### src/rtl/priority_encoder_4to3.sv
// ---------------------------------------------------------------------------
// priority_encoder_4to3
//
// Reduces a 4-bit request vector to one registered winner index. It also
// registers a valid flag and a flag for more than one active request.
// The direction of priority is chosen at elaboration time.
//
// Parameters
//   MSB_FIRST  1: highest-numbered set bit wins
//              0: lowest-numbered set bit wins
//
// Ports
//   clk    rising-edge clock
//   rst    synchronous reset, active-high; takes priority over en
//   en     capture enable; outputs hold while low
//   inp    request vector, bit i = request i
//   o      registered {valid, index[1:0]}
//   multi  registered, high when two or more requests were set at capture
// ---------------------------------------------------------------------------
module priority_encoder_4to3 #(
    parameter bit MSB_FIRST = 1'b1
) (
    input  logic       clk,
    input  logic       rst,
    input  logic       en,
    input  logic [3:0] inp,
    output logic [2:0] o,
    output logic       multi
);

    logic [1:0] win_idx;
    logic       any_req;
    logic       many_req;

    always_comb begin
        win_idx = 2'd0;
        if (MSB_FIRST) begin
            casez (inp)
                4'b1???: win_idx = 2'd3;
                4'b01??: win_idx = 2'd2;
                4'b001?: win_idx = 2'd1;
                default: win_idx = 2'd0;
            endcase
        end else begin
            casez (inp)
                4'b???1: win_idx = 2'd0;
                4'b??10: win_idx = 2'd1;
                4'b?100: win_idx = 2'd2;
                4'b1000: win_idx = 2'd3;
                default: win_idx = 2'd0;
            endcase
        end
    end

    assign any_req  = |inp;

    // Clearing the lowest set bit leaves something non-zero only when at
    // least two bits were set. This avoids a full popcount.
    assign many_req = |(inp & (inp - 4'd1));

    always_ff @(posedge clk) begin
        if (rst) begin
            o     <= 3'b000;
            multi <= 1'b0;
        end else if (en) begin
            // With no request the index is forced to 0, so o reads 000.
            o     <= {any_req, win_idx};
            multi <= many_req;
        end
    end

endmodule

### config.mk
export PLATFORM = sky130hd
export DESIGN_NAME = priority_encoder_4to3
export DESIGN_NICKNAME = d
export VERILOG_FILES = /design/src/rtl/priority_encoder_4to3.sv
export SDC_FILE = /design/constraint.sdc
export NUM_CORES = 1
export LEC_CHECK = 0
export CAP_MARGIN = 20
export CORE_AREA = 2 2 39 41
export DETAILED_ROUTE_END_ITERATION = 10
export DIE_AREA = 0 0 41 43
export PLACE_DENSITY_LB_ADDON = 0.25
export SLEW_MARGIN = 10
export SYNTH_ARGS = -nofsm -noshare
export SYNTH_HDL_FRONTEND = slang
export SYNTH_SLANG_ARGS = --single-unit
### constraint.sdc
create_clock -name clk -period 2.3 [get_ports clk]
set_clock_uncertainty 0.1 [all_clocks]
set_input_delay 0.575 -clock clk [delete_from_list [all_inputs] [get_ports clk]]
set_output_delay 0.575 -clock clk [all_outputs]
set_load 0.1 [all_outputs]
# After elaboration in Yosys (flattened, before gate mapping)
# Cells that the tools add are included.
[totals]
register_bits = 4
input_bits = 7
out_inout_bits = 4
elab_cells = 9
[op_classes]
n_addsub = 1
eq_ne = 2
muxes = 1
bitwise = 1
n_reduce_logical = 2
[ops]
columns = ["operator", "count"]
rows = [
  ["OR reduction 4 bit", 2],
  ["case mux 2 bit (3 select lines)", 1],
  ["AND 4 bit", 1],
  ["subtractor 4 x 1 -> 4 bit (second input constant)", 1],
  ["equality test 3 x 1 -> 1 bit (second input constant)", 1],
  ["equality test 2 x 1 -> 1 bit (second input constant)", 1],
]

# Longest topological paths before layout
[depth]
ltp_word = 3
mapped_depth = 3
mapped_depth_nobuf = 3

# Least setup slack after synthesis
# No wires, ideal clock.
[synth_timing]
path_type = "register -> output"
from = "register o[0]"
to = "output port o[0]"
t_arrival_ps = 925
required_ps = 1625
setup_slack_ps = 700
path_stages_with_launch = 1
n_path_buf = 0
cell_sequence = "dfxtp_1"
[synth_lines]
columns = ["element", "line", "source"]
rows = [
  ["from (decl)", "27", "output logic [2:0] o,"],
  ["from (signal assigned)", "67", "o <= {any_req, win_idx};"],
]
# No word-level cell between the ends.

# Worst setup path in the final report
[layout_timing]
from = "input port inp[3]"
to = "register multi"
[layout_between]
elab_chain_len = 3
[layout_rtl]
columns = ["element", "line", "source"]
rows = [
  ["from (decl)", "26", "input logic [3:0] inp,"],
  ["subtractor 4 x 1 -> 4 bit", "59", "assign many_req = |(inp & (inp - 4'd1));"],
  ["AND 4 bit *", "59", ""],
  ["OR reduction 4 bit *", "59", ""],
  ["to (signal assigned)", "68", "multi <= many_req;"],
  ["to (decl)", "28", "output logic multi"],
]
# Every way passes the cells marked *; elsewhere a longest branch is shown, timed or not.
# A chain may end at the register's enable or synchronous reset.

==> results.py <==
metrics = {
    "yosys": {
        "yosys-mux-area-fraction_pct": 0,
        "netlist_area_um2": 178,
        "synth.distinct_cells": 10,
        "avgSynthCellArea_um2": 8.46,
        "yosys_register_bits": 4,
        "synthSimpleGateAreaFrac_pct": 14.1,
        "postSynthCellCount": 21,
        "ys_seq_area_share_pct": 45.1,
        "synthAdderAreaFrac_pct": 6.34,
        "synth_top_cell_by_area": "dfxtp_1",
        "synth_compound_area_share_pct": 25.4,
        "synth_area_leaders": "dfxtp_1 (45%), a211oi_1 (13%), nor2_1 (11%)",
        "yosysTopAreaCellShare_pct": 45.1,
        "synth_top_family_by_area": "compound AO/OA/AOI/OAI gates",
        "synth_warnings": 0,
        "syn-num-nets": 28,
        "synth_xor_xnor_area_share_pct": 0,
    },
    "power_and_ir_drop": {
        "seqPwrFrac_pct": 32.8,
        "p_sw_share_pct": 34.8,
        "ir_drop_mv": 0.171,
        "leakagePower_uw": 0.000124,
        "combPwrFrac_pct": 30.6,
        "power.density_nw_per_um2": 779,
        "p_total_uw": 238,
        "p_sw_uw": 82.8,
        "internal_power_uw": 155,
        "p_clk_share_pct": 36.6,
    },
    "die": {
        "fp.dieW_um": 41,
        "initial_core_util_pct": 12.8,
        "die_y_um": 43,
        "rows": 14,
        "ios": 11,
        "die_area_um2": 1760,
        "core-area_um2": 1380,
    },
    "cts": {
        "cts_buffers": 3,
        "clockBufferDepth": 2,
        "cts_sinks": 4,
        "clk_pin_slew_ps": 30,
        "cts_hold_buf": 0,
        "cts_resized": 0,
        "tritoncts": "done",
        "htreeDepth": 1,
        "cts_root_buffer": "clkbuf_4",
        "worstSkewPairLatency_ps": 240,
        "post_cts_buffers": 0,
    },
    "timing": {
        "rsz0062_at_grt": "no",
        "holdWs_ps": 379,
        "setup_viol": 0,
        "max_freq_mhz": 648,
        "maxSlewViolCount": 0,
        "period_share_pct": 67.1,
        "slew_headroom_pct": 80.2,
        "worst_pin_slew_ps": 293,
        "finalHoldViolCount": 0,
        "tns_ps": 0,
        "min_period_ps": 1540,
    },
    "routing": {
        "wl_per_cell_um": 7.88,
        "drt_iter0_drc": 6,
        "vias": 197,
        "routed_wl_um": 386,
        "viasPerCell": 4.02,
        "dr.pass1.iters": 4,
        "ant_nets": 0,
        "drc": 0,
    },
    "finish": {
        "final_cell_mix": "clkdlybuf4s50_1 (6), nor2_1 (5), dfxtp_1 (4), buf_4 (4)",
        "fillers": 155,
        "antennaDiodeCount": 0,
        "syn_to_final_growth_pct": 71.8,
        "fin_area_um2": 305,
        "fin_nets": 42,
        "drive_above_1_share_pct": 24.2,
        "layout_commonest_cell": "clkdlybuf4s50_1",
    },
    "place": {
        "port_buffers": 10,
        "place_area_um2": 283,
        "gp_routability_congestion": 0.772,
    },
    "global_routing": {
        "antenna_found_initial": 0,
        "grt_pass1_vias": 161,
        "grt_use_total_pct": 5.72,
        "grt_max_degree": 9,
        "grt_pass1_wl_um": 641,
        "overflow": 0,
    },
    "critical_path": {
        "worst_r2r_endpoint": "multi$_SDFFE_PP0P_",
        "cp-end-kind": "flip-flop",
        "crit_fanout": 5,
        "r2r_cells": 2,
        "rrSetupSlack_ps": 1510,
        "start_kind": "primary input",
        "cp.arrival_ps": 1550,
        "r2r_start": "multi$_SDFFE_PP0P_",
        "criticalPathCategory": "in2reg",
        "cp.required_ps": 2300,
    },
    "min_path": {
        "hold_path.class": "reg2reg",
        "min-delay-start": "multi$_SDFFE_PP0P_",
        "holdPathStages": 2,
        "hold_end": "multi$_SDFFE_PP0P_",
    },
    "run": {
        "maxCapViolCount": 0,
    },
    "status": {
        "status": "finished, final reports clean",
    },
}
-- power by group through the flow --
stage	sequential, µW	combinational (µW)	clock [µW]
2_1_floorplan	118	11.3	0
3_3_place_gp	78.7	73.2	0
3_5_place_dp	79.2	73.3	0
4_1_cts	78.1	73.3	92.3
5_1_grt	78.5	77.2	96.2
6_report	78.0	72.9	87.0
-- cell families (layout without fill, tap and decap cells) --
kind of cell,count (synthesis),in the layout
simple gates,6,6
fa+ha+maj,1,1
buf+inv,4,16
flops,4,4
compound gates,6,6
-- through the flow --
stage | instances | worst slack, ps | utilization (%)
2_1_floorplan | 21 | 700 | -
3_3_place_gp | 46 | 519 | 20.4
3_5_place_dp | 46 | 498 | 20.4
4_1_cts | 49 | 749 | 22.1
5_1_grt | 49 | 680 | 22.1
6_report | 49 | 757 | 22.1
-- cell type report --
| type | count | area (µm²) | area share (%) |
|---|---|---|---|
| Timing Repair Buffer | 10 | 90.1 | 29.5 |
| Multi-Input combinational cell | 13 | 81.3 | 26.6 |
| Sequential cell | 4 | 80.1 | 26.2 |
| Tap cell | 16 | 20.0 | 6.56 |
| Clock buffer | 3 | 22.5 | 7.38 |
| Inverter | 3 | 11.3 | 3.69 |
-- routing by layer --
metal | GRT usage (%) | wire length [µm]
met2 | 6.25 | 138
met3 | 1.57 | 55
met4 | 6.00 | 17
met5 | 0 | 0
met1 | 8.04 | 175
-- critical path: stages --
cell,delay (ps)
clkdlybuf4s50_1,470
maj3_2,330
nor2_1,90
o32ai_1,80
-- sequential cells by signal (all words and copies together), names as in the netlist --
signal and count:
o 3, multi 1
-- synth_stat cells, drive strengths merged --
library cell  count
maj3              1
inv               3
clkbuf            1
o32ai             1
a211oi            3
o311ai            1
dfxtp             4
a21oi             1
nor2              5
nor4              1
-- worst max path at each step --
stage                                  from            endpoint  slack, ps  depth (start not counted)
final                                inp[3]  multi$_SDFFE_PP0P_        760                          4
after global routing                 inp[3]  multi$_SDFFE_PP0P_        680                          4
after CTS                            inp[3]  multi$_SDFFE_PP0P_        750                          4
after detailed placement             inp[3]  multi$_SDFFE_PP0P_        500                          4
after global placement               inp[3]  multi$_SDFFE_PP0P_        520                          4
after floorplan           o[0]$_SDFFE_PP0P_                o[0]        700                          0
No activity file was read; power rests on OpenSTA's default activity.
